[config.mk]
export PLATFORM = sky130hd
export DESIGN_NAME = mem_read_client
export DESIGN_NICKNAME = d
export VERILOG_FILES = /design/src/rtl/mem_client_pkg.sv /design/src/rtl/mem_client_fifo.sv /design/src/rtl/mem_read_client.sv
export SDC_FILE = /design/constraint.sdc
export NUM_CORES = 1
export LEC_CHECK = 0
export ABC_AREA = 1
export BUFFER_PORTS_ARGS = -buffer_cell sky130_fd_sc_hd__buf_2
export CAP_MARGIN = 0
export CELL_PAD_IN_SITES_DETAIL_PLACEMENT = 0
export CELL_PAD_IN_SITES_GLOBAL_PLACEMENT = 2
export CORE_MARGIN = 2
export CORE_UTILIZATION = 30
export DETAILED_ROUTE_END_ITERATION = 6
export PLACE_DENSITY = 0.64
export RECOVER_POWER = 25
export SLEW_MARGIN = 20
export SYNTH_ARGS = -nofsm -noshare
export SYNTH_HDL_FRONTEND = slang
export SYNTH_SLANG_ARGS = --single-unit
[constraint.sdc]
create_clock -name clk -period 16.65 [get_ports clk]
set_input_delay 2.4975 -clock clk [delete_from_list [all_inputs] [get_ports clk]]
set_output_delay 2.4975 -clock clk [all_outputs]
set_load 0.05 [all_outputs]
[src/rtl/mem_client_pkg.sv]
// Shared types for the memory-farm read client: line geometry, FSM states and
// the return-buffer entry layout.
package mem_client_pkg;

    localparam int unsigned LINE_BYTES = 32;
    localparam int unsigned SIZE_W     = 5;
    localparam int unsigned NBYTES_W   = SIZE_W + 1;

    typedef enum logic [2:0] {
        IDLE,
        ISSUE,
        WAIT,
        DRAIN,
        DONE
    } rd_client_state_e;

    typedef struct packed {
        logic [8*LINE_BYTES-1:0] data;
        logic [NBYTES_W-1:0]     nbytes;
        logic                    last;
    } rd_line_s;

endpackage

[src/rtl/mem_client_fifo.sv]
// Synchronous line buffer with first-word fall-through head and occupancy outputs.
// A push into a full FIFO is accepted when a pop happens in the same cycle.
module mem_client_fifo #(
    parameter int unsigned WIDTH = 8,
    parameter int unsigned DEPTH = 4
) (
    input  logic                   clk,
    input  logic                   rst,
    input  logic                   flush,
    input  logic                   push,
    input  logic [WIDTH-1:0]       push_data,
    input  logic                   pop,
    output logic [WIDTH-1:0]       head,
    output logic                   empty,
    output logic [$clog2(DEPTH):0] count,
    output logic [$clog2(DEPTH):0] free
);

    localparam int unsigned PTR_W = $clog2(DEPTH);
    localparam int unsigned CNT_W = PTR_W + 1;

    logic [WIDTH-1:0] mem [DEPTH];
    logic [PTR_W-1:0] wr_ptr;
    logic [PTR_W-1:0] rd_ptr;
    logic [CNT_W-1:0] cnt;
    logic             full;
    logic             do_push;
    logic             do_pop;

    assign empty   = (cnt == '0);
    assign full    = (cnt == CNT_W'(DEPTH));
    assign do_pop  = pop && !empty;
    assign do_push = push && (!full || do_pop);
    assign count   = cnt;
    assign free    = CNT_W'(DEPTH) - cnt;
    // Head is forced to zero while empty so the stream outputs idle at zero.
    assign head    = empty ? '0 : mem[rd_ptr];

    always_ff @(posedge clk or posedge rst) begin
        if (rst) begin
            wr_ptr <= '0;
            rd_ptr <= '0;
            cnt    <= '0;
        end else if (flush) begin
            wr_ptr <= '0;
            rd_ptr <= '0;
            cnt    <= '0;
        end else begin
            if (do_push) wr_ptr <= wr_ptr + PTR_W'(1);
            if (do_pop)  rd_ptr <= rd_ptr + PTR_W'(1);
            if (do_push && !do_pop)
                cnt <= cnt + CNT_W'(1);
            else if (do_pop && !do_push)
                cnt <= cnt - CNT_W'(1);
        end
    end

    always_ff @(posedge clk) begin
        if (do_push) mem[wr_ptr] <= push_data;
    end

endmodule

[src/rtl/mem_read_client.sv]
// Splits one read job into <=32-byte line requests, buffers returned lines and
// streams them out. Optional watchdog on farm responses: MEM_READ_CLIENT_TIMEOUT_EN.
module mem_read_client
    import mem_client_pkg::*;
#(
    parameter int unsigned ADDR_WIDTH = 19,
    parameter int unsigned LINE_BYTES = 32,
    parameter int unsigned LEN_WIDTH  = 16,
    parameter int unsigned FIFO_DEPTH = 4
) (
    input  logic                    clk,
    input  logic                    rst,
    input  logic                    job_start,
    input  logic [ADDR_WIDTH-1:0]   job_addr,
    input  logic [LEN_WIDTH-1:0]    job_len,
    output logic                    job_busy,
    output logic                    job_done,
    output logic                    mem_req,
    output logic [ADDR_WIDTH-1:0]   mem_start_addr,
    output logic [4:0]              mem_size_bytes,
    input  logic                    mem_valid,
    input  logic [8*LINE_BYTES-1:0] mem_data,
    output logic                    out_valid,
    input  logic                    out_ready,
    output logic [8*LINE_BYTES-1:0] out_data,
    output logic [5:0]              out_bytes,
    output logic                    out_last
`ifdef MEM_READ_CLIENT_TIMEOUT_EN
    ,
    output logic                    err_timeout
`endif
);

    localparam int unsigned CNT_W   = $clog2(FIFO_DEPTH) + 1;
    localparam int unsigned ENTRY_W = $bits(rd_line_s);

    rd_client_state_e      state;
    rd_client_state_e      state_nxt;
    logic [ADDR_WIDTH-1:0] cur_addr;
    logic [LEN_WIDTH-1:0]  remaining;
    logic [NBYTES_W-1:0]   chunk;
    logic                  last_line;
    logic                  accept_line;
    logic                  pop;
    logic                  timeout;
    rd_line_s              push_entry;
    rd_line_s              head_entry;
    logic                  fifo_empty;
    logic [CNT_W-1:0]      fifo_count;
    logic [CNT_W-1:0]      fifo_free;

    assign chunk       = (remaining >= LEN_WIDTH'(LINE_BYTES)) ? NBYTES_W'(LINE_BYTES)
                                                               : remaining[NBYTES_W-1:0];
    assign last_line   = (remaining <= LEN_WIDTH'(LINE_BYTES));
    assign accept_line = (state == WAIT) && mem_valid;
    assign pop         = !fifo_empty && out_ready;

    assign push_entry = '{data: mem_data, nbytes: chunk, last: last_line};

    mem_client_fifo #(
        .WIDTH (ENTRY_W),
        .DEPTH (FIFO_DEPTH)
    ) u_fifo (
        .clk       (clk),
        .rst       (rst),
        .flush     (timeout),
        .push      (accept_line),
        .push_data (push_entry),
        .pop       (pop),
        .head      (head_entry),
        .empty     (fifo_empty),
        .count     (fifo_count),
        .free      (fifo_free)
    );

`ifdef MEM_READ_CLIENT_TIMEOUT_EN
    logic [9:0] wait_cnt;

    assign timeout = (state == WAIT) && !mem_valid && (wait_cnt == '1);

    always_ff @(posedge clk or posedge rst) begin
        if (rst) begin
            wait_cnt    <= '0;
            err_timeout <= 1'b0;
        end else begin
            if (state == WAIT && !mem_valid)
                wait_cnt <= wait_cnt + 10'd1;
            else
                wait_cnt <= '0;
            if (timeout)
                err_timeout <= 1'b1;
        end
    end
`else
    assign timeout = 1'b0;
`endif

    always_ff @(posedge clk or posedge rst) begin
        if (rst) state <= IDLE;
        else     state <= state_nxt;
    end

    always_comb begin
        state_nxt = state;
        unique case (state)
            IDLE:  if (job_start) state_nxt = (job_len == '0) ? DONE : ISSUE;
            // Free count is taken before this cycle's pop; one request is
            // outstanding at most, so the FIFO cannot overflow.
            ISSUE: if (fifo_free != '0) state_nxt = WAIT;
            WAIT: begin
                if (mem_valid)    state_nxt = last_line ? DRAIN : ISSUE;
                else if (timeout) state_nxt = DONE;
            end
            // The last line is the only entry left when it is accepted.
            DRAIN: if (pop && head_entry.last && fifo_count == CNT_W'(1)) state_nxt = DONE;
            DONE:  state_nxt = IDLE;
            default: state_nxt = IDLE;
        endcase
    end

    always_comb begin
        job_busy       = (state != IDLE);
        job_done       = (state == DONE);
        mem_req        = 1'b0;
        mem_start_addr = '0;
        mem_size_bytes = '0;
        if (state == WAIT) begin
            mem_req        = 1'b1;
            mem_start_addr = cur_addr;
            mem_size_bytes = SIZE_W'(chunk - NBYTES_W'(1));
        end
    end

    always_ff @(posedge clk or posedge rst) begin
        if (rst) begin
            cur_addr  <= '0;
            remaining <= '0;
        end else if (state == IDLE && job_start) begin
            cur_addr  <= job_addr;
            remaining <= job_len;
        end else if (accept_line) begin
            cur_addr  <= cur_addr + ADDR_WIDTH'(chunk);
            remaining <= remaining - LEN_WIDTH'(chunk);
        end
    end

    assign out_valid = !fifo_empty;
    assign out_data  = head_entry.data;
    assign out_bytes = head_entry.nbytes;
    assign out_last  = head_entry.last;

endmodule

Word level (Yosys, flattened, before mapping)
Memory sizes are Yosys's and may differ from the RTL's.
Index checks and enable logic that the tools add are counted.
Word-level totals
  flip-flop bits (word level): 45
  memory bits (writable): 1052
  input port bits: 296
  output and inout bits: 291
  word-level logic and storage cells: 69
  memories: 1
Memories
  u_fifo.mem: words 4, bits a word 263, rd ports 1, clocked after memory_dff 0, write ports 1, RTL line mem_client_fifo.sv:22  | logic [WIDTH-1:0] mem [DEPTH];
Operators by class
  add/sub/neg operators: 8
  order comparisons: 2
  equality and inequality tests: 10
  multiplexer cells: 20
  reductions and logical operators: 22
Operators by type and width (number)
  two-way mux 263 bit: 1
  two-way mux 19 bit: 3
  two-way mux 16 bit: 2
  two-way mux 3 bit: 7
  adder 19 x 6 -> 19 bit: 1
  greater-or-equal comparator 16 x 6 -> 1 bit, second input constant: 1
  less-or-equal comparator 16 x 6 -> 1 bit, second input constant: 1
  zero test 16 bit: 1
  subtractor 16 x 6 -> 16 bit: 1
  case mux 3 bit (4 select lines): 1
  logical AND 1 bit: 9
  != test 2 bit, second input constant: 4
  equality test 3 x 1 -> 1 bit, second input constant: 2
  equality test 3 x 2 -> 1 bit, second input constant: 2
  equality test 3 bit, second input constant: 2
  zero test 3 bit: 2
  two-way mux 6 bit: 1
  nonzero test 3 bit: 2
  two-way mux 5 bit: 1
  subtractor 5 x 1 -> 5 bit, second input constant: 1
  adder 2 x 1 -> 2 bit, second input constant: 2
  zero test 1 bit: 4
  AND reduction 4 bit: 1
  nonzero test 2 bit: 2
  other kinds (6): 8

Longest topological paths before layout
  depth after elaboration: 10
  depth in mapped cells: 19
  mapped depth without buffers: 18

Cells and area by module
From an unflattened synthesis, not the netlist that was laid out.
Unflattened totals
  cells, all modules: 3628
  area total of the unflattened synthesis: 44066.0 µm²
By module, submodules not included
  mem_client_fifo: times used 1, cells each 3168, area each 40974.3 µm², seq. area each 31765.5 µm²
  mem_read_client: times used 1, cells each 460, area each 3091.7 µm², seq. area each 950.9 µm²

Least setup slack after synthesis
No wires, ideal clock.
  kind: input to register
  start point: input port mem_valid
  end point: memory u_fifo.mem[0][0] (netlist name), enable pin
  setup time: 892 ps
  arrival time: 13980 ps
  data required time: 15758 ps
  path slack: 1778 ps
  stages on the path: 4
  path buffers: 0
  cells stage by stage: nand2_1 -> a21oi_1 -> inv_2 -> nor2_1
Between the ends
  word-level cells in the longest chain between the ends: 4
RTL lines
  from (decl): RTL line mem_read_client.sv:21  | input logic mem_valid,
  logical AND 1 bit: RTL line mem_read_client.sv:55  | assign accept_line = (state == WAIT) && mem_valid;
  logical AND 1 bit: RTL line mem_client_fifo.sv:33  | assign do_push = push && (!full || do_pop);
  via u_fifo.do_push: RTL line mem_client_fifo.sv:27  | logic do_push;
  two-way mux 1 bit: RTL line mem_client_fifo.sv:59  | if (do_push) mem[wr_ptr] <= push_data;
  two-way mux 1 bit (implied by the code): RTL line mem_client_fifo.sv:59
  to (decl): RTL line mem_client_fifo.sv:22
The timed path passes the listed nets, and every way through them passes these cells.

Worst setup path after layout
  start point: register u_fifo.rd_ptr[0]
  end point: output port out_data[180]
Between the ends
  word-level cells in the longest chain between the ends: 2
RTL lines
  from (decl): RTL line mem_client_fifo.sv:24  | logic [PTR_W-1:0] rd_ptr;
  from (signal assigned): RTL line mem_client_fifo.sv:50  | if (do_pop) rd_ptr <= rd_ptr + PTR_W'(1);
  memory read (4 x 263 bit)
  two-way mux 263 bit: RTL line mem_client_fifo.sv:37  | assign head = empty ? '0 : mem[rd_ptr];
  to (decl): RTL line mem_read_client.sv:25  | output logic [8*LINE_BYTES-1:0] out_data,
Every way passes these cells.

==> run_results.csv <==
group,metric,value,unit
yosys,syn_nets,3931,
setup_path,critPathLaunchType,"flip-flop",
layout,drive_above_1_share,16.1,%
drt,post_drt_wl_per_cell,20.0,microns
yosys,ys_ff_latch,1097,
timing,drv_slew,0,
timing,rsz0062_at_grt,"no",
placement,portBuffers,586,
placement,gp_congestion,0.729,
placement,dp_hpwl,70100,microns
timing,max_slew_margin,29.6,%
floorplanning,core,146000,sq um
clocking,cts_resized,0,
timing,skew,0.0596,ns
setup_path,r2r-end,"u_fifo.mem[2][237]",
drt,vias,28330,
timing,fin_crit_sh,45.7,%
floorplanning,die_y,387,microns
drt,drt_iter0_markers,1371,
power,power.internal,0.00586,W
global_routing,grtUsageTotal,16.1,%
timing,layout_min_cycle_time,7.60,ns
setup_path,required,14.15,ns
global_routing,grt_overflow,0,
yosys,netlist.area_leader.share,71.8,%
yosys,synth_cells,3616,
status,status,"finished clean",
min_path,worstHoldStart,"cur_addr[13]",
clocking,cts_max_path_buffers,3,
setup_path,reg2regPathDepth,11,
timing,fmax,132,MHz
power,combPwrFrac,46.0,%
drt,drc,0,
setup_path,crit_type,"flip-flop to output pin",
layout,layout_common_cells,"nor2_1, edfxtp_1, o21ai_0, buf_2, a21oi_1",
drt,wl,123000,microns
timing,hold_violations,0,
yosys,avgSynthCellArea,12.2,sq um
power,switching_share,47.1,%
setup_path,cp.arrival,5.10,ns
job,max_cap_violations,0,
layout,fin_nets,4464,
global_routing,grt_pass1_vias,27564,
yosys,ys_warn_count,0,
power,vdd_drop_max,241,uV
drt,drt_pre_antenna_iters,6,
layout,final_common_cell,"nor2_1",
min_path,whs_endpoint,"cur_addr[13]",
global_routing,grt_antenna_before_repair,39,
clocking,cts_hold_buf,0,
clocking,numCtsBuffers,120,
power,pwr-share-clk,23.7,%
yosys,synthTopCellsByArea,"edfxtp_1, nor2_1, o21ai_0, a21oi_1, dfrtp_1",
power,power_frac_seq,30.3,%
clocking,post_cts_buffers,0,
clocking,ctsRootBufferMaster,"clkbuf_16",
global_routing,grt_max_degree,230,
global_routing,grt_pass1_wl,181000,microns
drt,vias_per_cell,4.60,
floorplanning,die_x,387,microns
timing,setup_viol,0,
setup_path,path_max_fanout,180,
clocking,cts_tree,"done",
placement,placedCellCount,5943,
clocking,clk_pin_slew,0.06,ns
yosys,yosysUniqueCellTypes,47,
clocking,clock-sinks,1097,
clocking,h-tree-depth,3,
min_path,hold_depth,2,
setup_path,end_kind,"output pin",
setup_path,rrSetupSlack,11.32,ns
timing,worst_pin_slew,1.06,ns
floorplanning,start_util,30.2,%
power,p_leak,18.3,nW
setup_path,r2r_start,"u_fifo.count[0]",
yosys,syn_area,44000,sq um
timing,finalSetupTns,0,ns
power,powerDensity,211,nW/um^2
clocking,clkLatencyLatePin,0.77,ns
floorplanning,ios,587,
layout,syn_to_final_growth,19.6,%
power,p_switching,0.00523,W
drt,ant_nets,0,
floorplanning,die_area,150000,sq um
min_path,hold_class,"flip-flop to flip-flop",
layout,fin_cells,6165,
yosys,synth_area_leader_cell,"edfxtp_1",
floorplanning,rows,140,
yosys,seq_area_frac_synth,74.4,%
==> critical path, cell delays in order, from the launching register on <==
cell and delay [ns]:
dfrtp_4 1.04, buf_4 0.75, buf_4 0.60, buf_12 0.63, nor2_1 0.11, nor2_1 0.11
o21ai_0 0.10, a21oi_1 0.33, buf_2 0.34
==> flip-flops by register name, indices dropped and copies added, names as in the netlist <==
| name | flops |
|---|---|
| u_fifo.mem | 1052 |
| u_fifo.wr_ptr | 2 |
| u_fifo.rd_ptr | 2 |
| u_fifo.count | 3 |
| cur_addr | 19 |
| remaining | 16 |
| state | 3 |
==> routing by layer <==
metal  wire length, microns  GRT usage [%]  part of all wire, %
met5                    267              0                 0.22
met4                   3720           5.02                  3.0
met3                   7170           4.28                  5.8
met2                  58500           26.3                   47
met1                  53800           20.7                   44
==> worst max path at each step <==
stage                     start                 end  slack [ns]  depth (start not counted)
6_report       u_fifo.rd_ptr[0]       out_data[180]        9.05                          8
5_1_grt        u_fifo.rd_ptr[0]       out_data[180]        8.67                          8
4_1_cts        u_fifo.rd_ptr[0]       out_data[180]        8.97                          8
3_5_place_dp          mem_valid  u_fifo.mem[2][211]        9.69                          9
3_3_place_gp          mem_valid  u_fifo.mem[2][237]        9.69                          9
2_1_floorplan         mem_valid    u_fifo.mem[0][0]        1.78                          4
==> synthesized netlist by cell type, drive strengths merged <==
master and count:
nor4 7, inv 90, o21a 1, clkinv 1, o21bai 7, nand3 37
fa 1, o21ai 561, dfrtp 45, o211ai 6, xor2 10, a21oi 277
o32ai 1, xnor2 2, a21boi 1, o22ai 2, nand2 130, ha 18
nand3b 1, a31oi 1, a32o 1, buf 60, nor3b 1, nor3 11
edfxtp 1052, o221ai 8, clkbuf 157, a21o 1, nand4 9, conb 1
nor2 1116
==> cells by family after synthesis <==
| group | Yosys count | share of synthesized area, % |
|---|---|---|
| compound gates | 867 | 10.1 |
| xor+xnor | 12 | 0.239 |
| flops | 1097 | 74.4 |
| simple gates | 1312 | 12.0 |
| other cells | 1 | 0.00852 |
| fa+ha+maj | 19 | 0.557 |
| buf+inv | 308 | 2.77 |
==> power by group through the flow <==
stage               logic [W]  registers, W  clock network [W]
global route          0.00551       0.00338            0.00282
floorplan             0.00376       0.00342                  0
detailed placement    0.00521       0.00342                  0
CTS                   0.00522       0.00336            0.00271
global placement      0.00521       0.00342                  0
finish                0.00510       0.00336            0.00263
==> cell type report <==
class | count | area [sq um]
antenna | 7 | 17.5
fill | 14312 | 92900
clock buffer | 145 | 3100
inverter | 91 | 362
clock inverter | 69 | 816
sequential | 1097 | 32700
multi-input combinational | 2211 | 10100
timing repair buffer | 628 | 3130
tap | 1917 | 2400
==> stage by stage <==
step / worst slack (ns) / util [%] / hold WS [ns] / total power, W / cell area [sq um]
floorplan: 1.78 / - / 0.449 / 0.00718 / 44000
global placement: 9.69 / 33.6 / 0.466 / 0.00863 / 48900
detailed placement: 9.69 / 33.6 / 0.473 / 0.00863 / 48900
CTS: 8.97 / 36.3 / 0.489 / 0.0113 / 52800
global route: 8.67 / 36.1 / 0.515 / 0.0117 / 52600
finish: 9.05 / 36.2 / 0.483 / 0.0111 / 52600
No activity file was read; power rests on OpenSTA's default activity.
